**src/rtl/fetch_pkg.sv**
```systemverilog
// ----------------------------------------------------------------------------
// fetch_pkg
//   Shared definitions for the instruction-fetch controller:
//     fetch_state_e : controller states (RUN streams from memory, HOLD replays
//                     a captured instruction while decode is stalled)
//     PC_STEP       : default byte increment between sequential fetches
//     align_word    : clears the byte-offset bits of an address
// ----------------------------------------------------------------------------
package fetch_pkg;

    typedef enum logic {
        RUN  = 1'b0,
        HOLD = 1'b1
    } fetch_state_e;

    localparam logic [31:0] PC_STEP = 32'd4;

    function automatic logic [31:0] align_word(input logic [31:0] addr);
        return {addr[31:2], 2'b00};
    endfunction

endpackage

```
**src/rtl/imem_fetch_ctrl.sv**
```systemverilog
// ----------------------------------------------------------------------------
// imem_fetch_ctrl
//   Instruction fetch front end for a synchronous-read instruction memory.
//   The memory returns data one cycle after it samples imem_addr, so the
//   controller always runs one address ahead of the instruction it presents.
//   When decode stalls, the presented instruction is parked in a hold
//   register so the memory can keep reading the next address; on release the
//   parked instruction's successor is already on the memory output.
//
// Parameters
//   RESET_PC : first fetch address after reset (word aligned)
//   PC_STEP  : byte increment between sequential fetches
//
// Ports
//   clk         in   single clock, all state changes on the rising edge
//   reset       in   synchronous active-high reset
//   stall       in   decode cannot accept the presented instruction
//   redirect    in   taken branch/jump, discard the current stream
//   redirect_pc in   redirect target byte address (low bits ignored)
//   imem_addr   out  byte address to the instruction memory
//   imem_instr  in   memory read data, one cycle after imem_addr
//   if_pc       out  PC of the presented instruction
//   if_instr    out  presented instruction
//   if_valid    out  presented instruction is valid; consumed if !stall
//   misaligned  out  one-cycle pulse after a redirect with redirect_pc[1:0]!=0
// ----------------------------------------------------------------------------
module imem_fetch_ctrl #(
    parameter logic [31:0] RESET_PC = 32'h0000_0000,
    parameter logic [31:0] PC_STEP  = fetch_pkg::PC_STEP
) (
    input  logic        clk,
    input  logic        reset,
    input  logic        stall,
    input  logic        redirect,
    input  logic [31:0] redirect_pc,
    output logic [31:0] imem_addr,
    input  logic [31:0] imem_instr,
    output logic [31:0] if_pc,
    output logic [31:0] if_instr,
    output logic        if_valid,
    output logic        misaligned
);

    fetch_pkg::fetch_state_e state_q, state_d;

    logic [31:0] fetch_pc_q,   fetch_pc_d;    // address being read this cycle
    logic [31:0] resp_pc_q,    resp_pc_d;     // address of data on imem_instr
    logic        resp_vld_q,   resp_vld_d;
    logic [31:0] hold_pc_q,    hold_pc_d;
    logic [31:0] hold_instr_q, hold_instr_d;
    logic        misaligned_q, misaligned_d;

    logic [31:0] redirect_aligned;

    assign redirect_aligned = fetch_pkg::align_word(redirect_pc);

    // Reset forces the memory address so the first read after release is
    // already at RESET_PC, independent of any redirect in the same cycle.
    always_comb begin
        if (reset) begin
            imem_addr = RESET_PC;
        end else if (redirect) begin
            imem_addr = redirect_aligned;
        end else begin
            imem_addr = fetch_pc_q;
        end
    end

    // Presentation: RUN forwards memory data, HOLD replays the parked copy.
    // A redirect kills whatever is presented in its own cycle.
    always_comb begin
        if (state_q == fetch_pkg::HOLD) begin
            if_instr = hold_instr_q;
            if_pc    = hold_pc_q;
            if_valid = !redirect && !reset;
        end else begin
            if_instr = imem_instr;
            if_pc    = resp_pc_q;
            if_valid = resp_vld_q && !redirect && !reset;
        end
    end

    assign misaligned = misaligned_q;

    always_comb begin
        state_d      = state_q;
        fetch_pc_d   = fetch_pc_q;
        resp_pc_d    = resp_pc_q;
        resp_vld_d   = resp_vld_q;
        hold_pc_d    = hold_pc_q;
        hold_instr_d = hold_instr_q;
        misaligned_d = 1'b0;

        if (redirect) begin
            // The target is read this cycle, so it is presented next cycle.
            state_d      = fetch_pkg::RUN;
            resp_pc_d    = redirect_aligned;
            resp_vld_d   = 1'b1;
            fetch_pc_d   = redirect_aligned + PC_STEP;
            misaligned_d = |redirect_pc[1:0];
        end else if (state_q == fetch_pkg::RUN) begin
            if (!stall) begin
                resp_pc_d  = fetch_pc_q;
                resp_vld_d = 1'b1;
                fetch_pc_d = fetch_pc_q + PC_STEP;
            end else if (resp_vld_q) begin
                // Park the stalled instruction; the memory keeps reading
                // fetch_pc, which becomes the next instruction to present.
                hold_instr_d = imem_instr;
                hold_pc_d    = resp_pc_q;
                resp_pc_d    = fetch_pc_q;
                state_d      = fetch_pkg::HOLD;
            end else begin
                resp_vld_d = 1'b0;
            end
        end else begin
            // HOLD: memory output already carries data for fetch_pc (and
            // resp_pc matches it), so leaving HOLD only advances fetch_pc.
            if (!stall) begin
                state_d    = fetch_pkg::RUN;
                resp_vld_d = 1'b1;
                fetch_pc_d = fetch_pc_q + PC_STEP;
            end
        end
    end

    always_ff @(posedge clk) begin
        if (reset) begin
            state_q      <= fetch_pkg::RUN;
            fetch_pc_q   <= RESET_PC;
            resp_pc_q    <= 32'd0;
            resp_vld_q   <= 1'b0;
            hold_pc_q    <= 32'd0;
            hold_instr_q <= 32'd0;
            misaligned_q <= 1'b0;
        end else begin
            state_q      <= state_d;
            fetch_pc_q   <= fetch_pc_d;
            resp_pc_q    <= resp_pc_d;
            resp_vld_q   <= resp_vld_d;
            hold_pc_q    <= hold_pc_d;
            hold_instr_q <= hold_instr_d;
            misaligned_q <= misaligned_d;
        end
    end

endmodule

```
**config.mk**
```make
export PLATFORM = sky130hd
export DESIGN_NAME = imem_fetch_ctrl
export DESIGN_NICKNAME = d
export VERILOG_FILES = /design/src/rtl/fetch_pkg.sv /design/src/rtl/imem_fetch_ctrl.sv
export SDC_FILE = /design/constraint.sdc
export NUM_CORES = 1
export LEC_CHECK = 0
export CAP_MARGIN = 0
export CORE_AREA = 2 2 119 121
export DETAILED_ROUTE_END_ITERATION = 8
export DIE_AREA = 0 0 121 123
export PLACE_DENSITY = 0.8
export SYNTH_ARGS = -nofsm -noshare
export SYNTH_HDL_FRONTEND = slang
export SYNTH_SLANG_ARGS = --single-unit
```
**constraint.sdc**
```tcl
create_clock -name clk -period 3.3 [get_ports clk]
set_clock_uncertainty 0.15 [all_clocks]
set_input_delay 0.33 -clock clk [delete_from_list [all_inputs] [get_ports clk]]
set_output_delay 0.33 -clock clk [all_outputs]
set_load 0.01 [all_outputs]
```
# After elaboration in Yosys (flattened, before gate mapping)
# Index checks and enable logic that the tools add are counted.
dict set report totals {
  elab_cells 47
  output_inout_bits 98
  register_bits 131
  input_bits 68
}
dict set report op_classes {
  n_addsub 2
  n_eq_ne 5
  reduce_logical 11
  n_mux 19
  bitwise_logic 2
}
# cell count
set op_table {}
lappend op_table {{$mux W32} 10}
lappend op_table {{$add A32 B3 Y32 const B} 2}
lappend op_table {{$mux W1} 9}
lappend op_table {{$reduce_or A2 Y1} 3}
lappend op_table {{$ne A2 B1 Y1 const B} 2}
lappend op_table {{$reduce_and A2 Y1} 2}
lappend op_table {{$reduce_and A4 Y1} 1}
lappend op_table {{$logic_and A1 B1 Y1} 3}
lappend op_table {{$ne A3 B1 Y1 const B} 1}
lappend op_table {{$ne A3 B3 Y1 const B} 1}
lappend op_table {{$logic_not A1 Y1} 2}
lappend op_table {{$ne A2 B2 Y1 const B} 1}
lappend op_table {{$not A1 Y1} 2}

# Longest topological paths before layout
dict set report logic_depth {
  ltp_word 4
  depth_mapped 15
  mapped_depth_nobuf 8
}

# Worst setup path after synthesis
# OpenSTA, ideal clock, no wires.
dict set report synth_timing {
  kind {input port to flip-flop}
  from {input redirect}
  to {register fetch_pc_q[28]}
  path_buffers 6
  t_arrival_ns 2.780
  setup_ns 0.062
  path_slack_ns 0.308
  t_required_ns 3.088
  path_stages 14
  cell_sequence {buf_6 buf_6 buf_4 buf_4 buf_4 buf_4 mux2i_1 inv_1 ha_1 inv_1 a211oi_1 nand2_1 or4_1 nand3_1}
}
dict set report synth_between {
  elab_chain_cells 1
  elab_cells_between_ends 2
  classes_between {eq/ne: 1; mux: 1}
}
# item line
set synth_rtl {}
lappend synth_rtl {{start: declaration} imem_fetch_ctrl.sv:34} ;# input logic redirect,
lappend synth_rtl {{$ne A2 B1 Y1 (no source line) or $mux W32 (tied branches)} n/a}
lappend synth_rtl {{end signal: assignment} imem_fetch_ctrl.sv:138} ;# fetch_pc_q <= fetch_pc_d;
lappend synth_rtl {{end: declaration} imem_fetch_ctrl.sv:46} ;# logic [31:0] fetch_pc_q, fetch_pc_d;
# Parallel ways exist; a longest one is shown, timed or not.
# A chain may end at the register's enable or synchronous reset.

# Worst setup path in the final report
dict set report layout_timing {
  from {input redirect}
  to {output imem_addr[23]}
}
dict set report layout_between {
  elab_chain_cells 2
}
# item line
set layout_rtl {}
lappend layout_rtl {{$mux W32} imem_fetch_ctrl.sv:62} ;# end else if (redirect) begin
lappend layout_rtl {{$mux W32} imem_fetch_ctrl.sv:60} ;# if (reset) begin
lappend layout_rtl {{end: declaration} imem_fetch_ctrl.sv:36} ;# output logic [31:0] imem_addr,
# No other way between the ends.

==> metrics.csv <==
metric,value,unit
outcome,completed,
finish.instance_area,9029,um2
syn_inst,819,
netlist_top_cells_count,"nand2_1, dfxtp_1, nor2_1, a21oi_1, mux2_2",
cts_buffers,17,
start_util,48.94,%
netlist_area,6661,um2
p_total,4.214,mW
synth_xor_xnor_area_share,2.630,%
ys_seq_elements,125,
portBuffers,161,
layout-drive-gt1-share,13.83,%
post_cts_resized,0,
cts_tree,done,
utilization,66.33,%
synth-main-ff-cell,dfxtp_1,
critical_path.top_delay_family,buffers and inverters,
hold_viol,0,
slowest_delay,530,ps
die_width,121,um
antenna_found_initial,0,
powerDensity,466.7,nW/um2
yosysMostFrequentCell,nand2_1,
coreArea,13610,um2
row_count,43,
root_buffer,clkbuf_16,
seq_area_frac_synth,37.57,%
grt_pass1_wl,29870,um
avgSynthCellArea,8.134,um2
grt_max_degree,73,
setup_viol,0,
synth.largest_area_cell,dfxtp_1,
ios,166,
cp_slowest_cell,mux2i_1,
initialDrtViolationCount,568,
crit_buf_inv,3,
die_height,123,um
max_freq,0.3566,GHz
hold_buffers,0,
synth_top_family_by_area,simple AND/OR/NAND/NOR gates,
area_growth,35.54,%
grtUsageTotal,25.17,%
dr.pass1.iters,5,
dpl.hpwl,13120,um
wirelength,18930,um
yosysUniqueCellTypes,59,
avgViaCountPerCell,5.661,
crit_path_start_kind,input pin,
min_period,2805,ps
critPathKind,in -> out,
tightest_slew,673.3,ps
required,2820,ps
clk_pin_slew_worst_paths,60,ps
maxSlewHeadroom,55.12,%
whs,266.0,ps
path_max_fanout,28,
clkLatencyLatePin,420,ps
synth.area.top_cells,"dfxtp_1, mux2_2, nand2_1",
hp-class,in -> reg,
synthAdderAreaFrac,0.1878,%
vias,6544,
final_nets,1032,
dieArea,14880,um2
power_leakage,3.366,nW
overflow,0,
period_share,84.99,%
synthArstFlopShare,0,%
grt_pass1_vias,5866,
yosysWarnings,0,
wl_per_cell,16.37,um
cp_data_arrival_time,2320,ps
cts_setup_buffers,0,
cap_viol_max_count,0,
synth-edff-count,0,
drc_errors,0,
gp_congestion,0.9329,
synth.top_cell.area_share,37.57,%
timing.setup.tns,0,ps
cp-end-kind,output port,
ir_drop,0.3055,mV
clockBufferDepth,2,
place_area,8441,um2
rsz0062_at_grt,no,
antenna_cells,0,
synth-compound-area-share,15.50,%
antenna_left,0,
cts_sinks,125,
worstPathCellList,"buf_2, buf_4, mux2i_1, nor2_1, clkdlybuf4s50_1",
htree_levels,4,
synth.area.mux_share,15.63,%
maxSlewViolCount,0,
yosys.area_share.simple,23.25,%
per-layer routing:
| metal | global-route usage, % | vias to the layer above | share of wire (%) |
|---|---|---|---|
| met2 | 40.03 | 289 | 46 |
| met3 | 6.273 | 51 | 7.7 |
| met5 | 0 | - | 0 |
| met1 | 32.81 | 3034 | 43 |
| li1 | - | 3170 | - |
| met4 | 10.17 | 0 | 2.6 |
stage by stage:
| step | std cells | worst slack, ps |
|---|---|---|
| floorplan | 822 | 308.0 |
| global placement | 1124 | 529.7 |
| detailed placement | 1124 | 525.6 |
| CTS | 1156 | 504.5 |
| global route | 1156 | 301.4 |
| finish | 1156 | 495.5 |
area by class of cell:
class,instances,area (um2)
fillers,1153,4583
multi-input cells,622,3842
flip-flops and latches,125,2504
repair buffers,189,1839
clock buffers,22,474.2
well taps,180,225.2
clock inverters,10,113.9
inverters,8,30.03
worst paths after layout:
kind	startpoint	to	slack, ps	depth (start not counted)
hold / removal	reset	fetch_pc_q[3]	270	2
hold reg to reg	hold_pc_q[7]	hold_pc_q[7]	300	2
setup / recovery	redirect	imem_addr[23]	500	5
setup reg to reg	fetch_pc_q[3]	fetch_pc_q[30]	1020	8
power breakdown:
| group | switching, mW | total [mW] | internal (mW) |
|---|---|---|---|
| registers | 0.0619 | 1.65 | 1.59 |
| clock network | 0.678 | 1.85 | 1.17 |
| logic | 0.352 | 0.719 | 0.367 |
placed cells by master, fill, tap and decap left out, types with 3 or more instances in the layout:
cell type / synthesis / final
a31oi_1: 3 / 3
a21oi_1: 77 / 77
clkinvlp_4: 0 / 4
o21ai_1: 4 / 3
or4_1: 5 / 5
o21ai_0: 6 / 6
nand4_1: 16 / 16
nor2_1: 79 / 79
clkinv_2: 0 / 3
a211oi_1: 41 / 41
o31ai_1: 6 / 6
nor4_1: 4 / 4
mux2i_1: 32 / 32
and3_1: 5 / 5
buf_4: 10 / 27
o211ai_1: 5 / 5
conb_1: 1 / 4
nand2_1: 161 / 161
xnor2_1: 13 / 13
clkdlybuf4s50_1: 0 / 159
inv_1: 7 / 7
a22oi_1: 4 / 4
nand4b_1: 5 / 5
xor2_1: 7 / 7
clkbuf_16: 0 / 17
nor3_1: 10 / 10
nand3b_1: 6 / 6
clkbuf_8: 0 / 3
nand3_1: 29 / 29
dfxtp_1: 125 / 124
mux2_2: 64 / 64
flip-flops by register name, summed over array words and instances (netlist names):
signal        flops
resp_vld_q        1
resp_pc_q        30
misaligned        1
hold_pc_q        30
fetch_pc_q       30
state_q           1
hold_instr_q     32
kinds of logic after synthesis:
| group | Yosys count |
|---|---|
| AO/OA/AOI/OAI | 162 |
| XOR/XNOR | 20 |
| adder cells (fa/ha/maj) | 1 |
| buffers and inverters | 75 |
| flip-flops | 125 |
| multiplexers | 96 |
| other | 1 |
| AND/OR/NAND/NOR | 339 |
No activity file was read; power rests on OpenSTA's default activity.
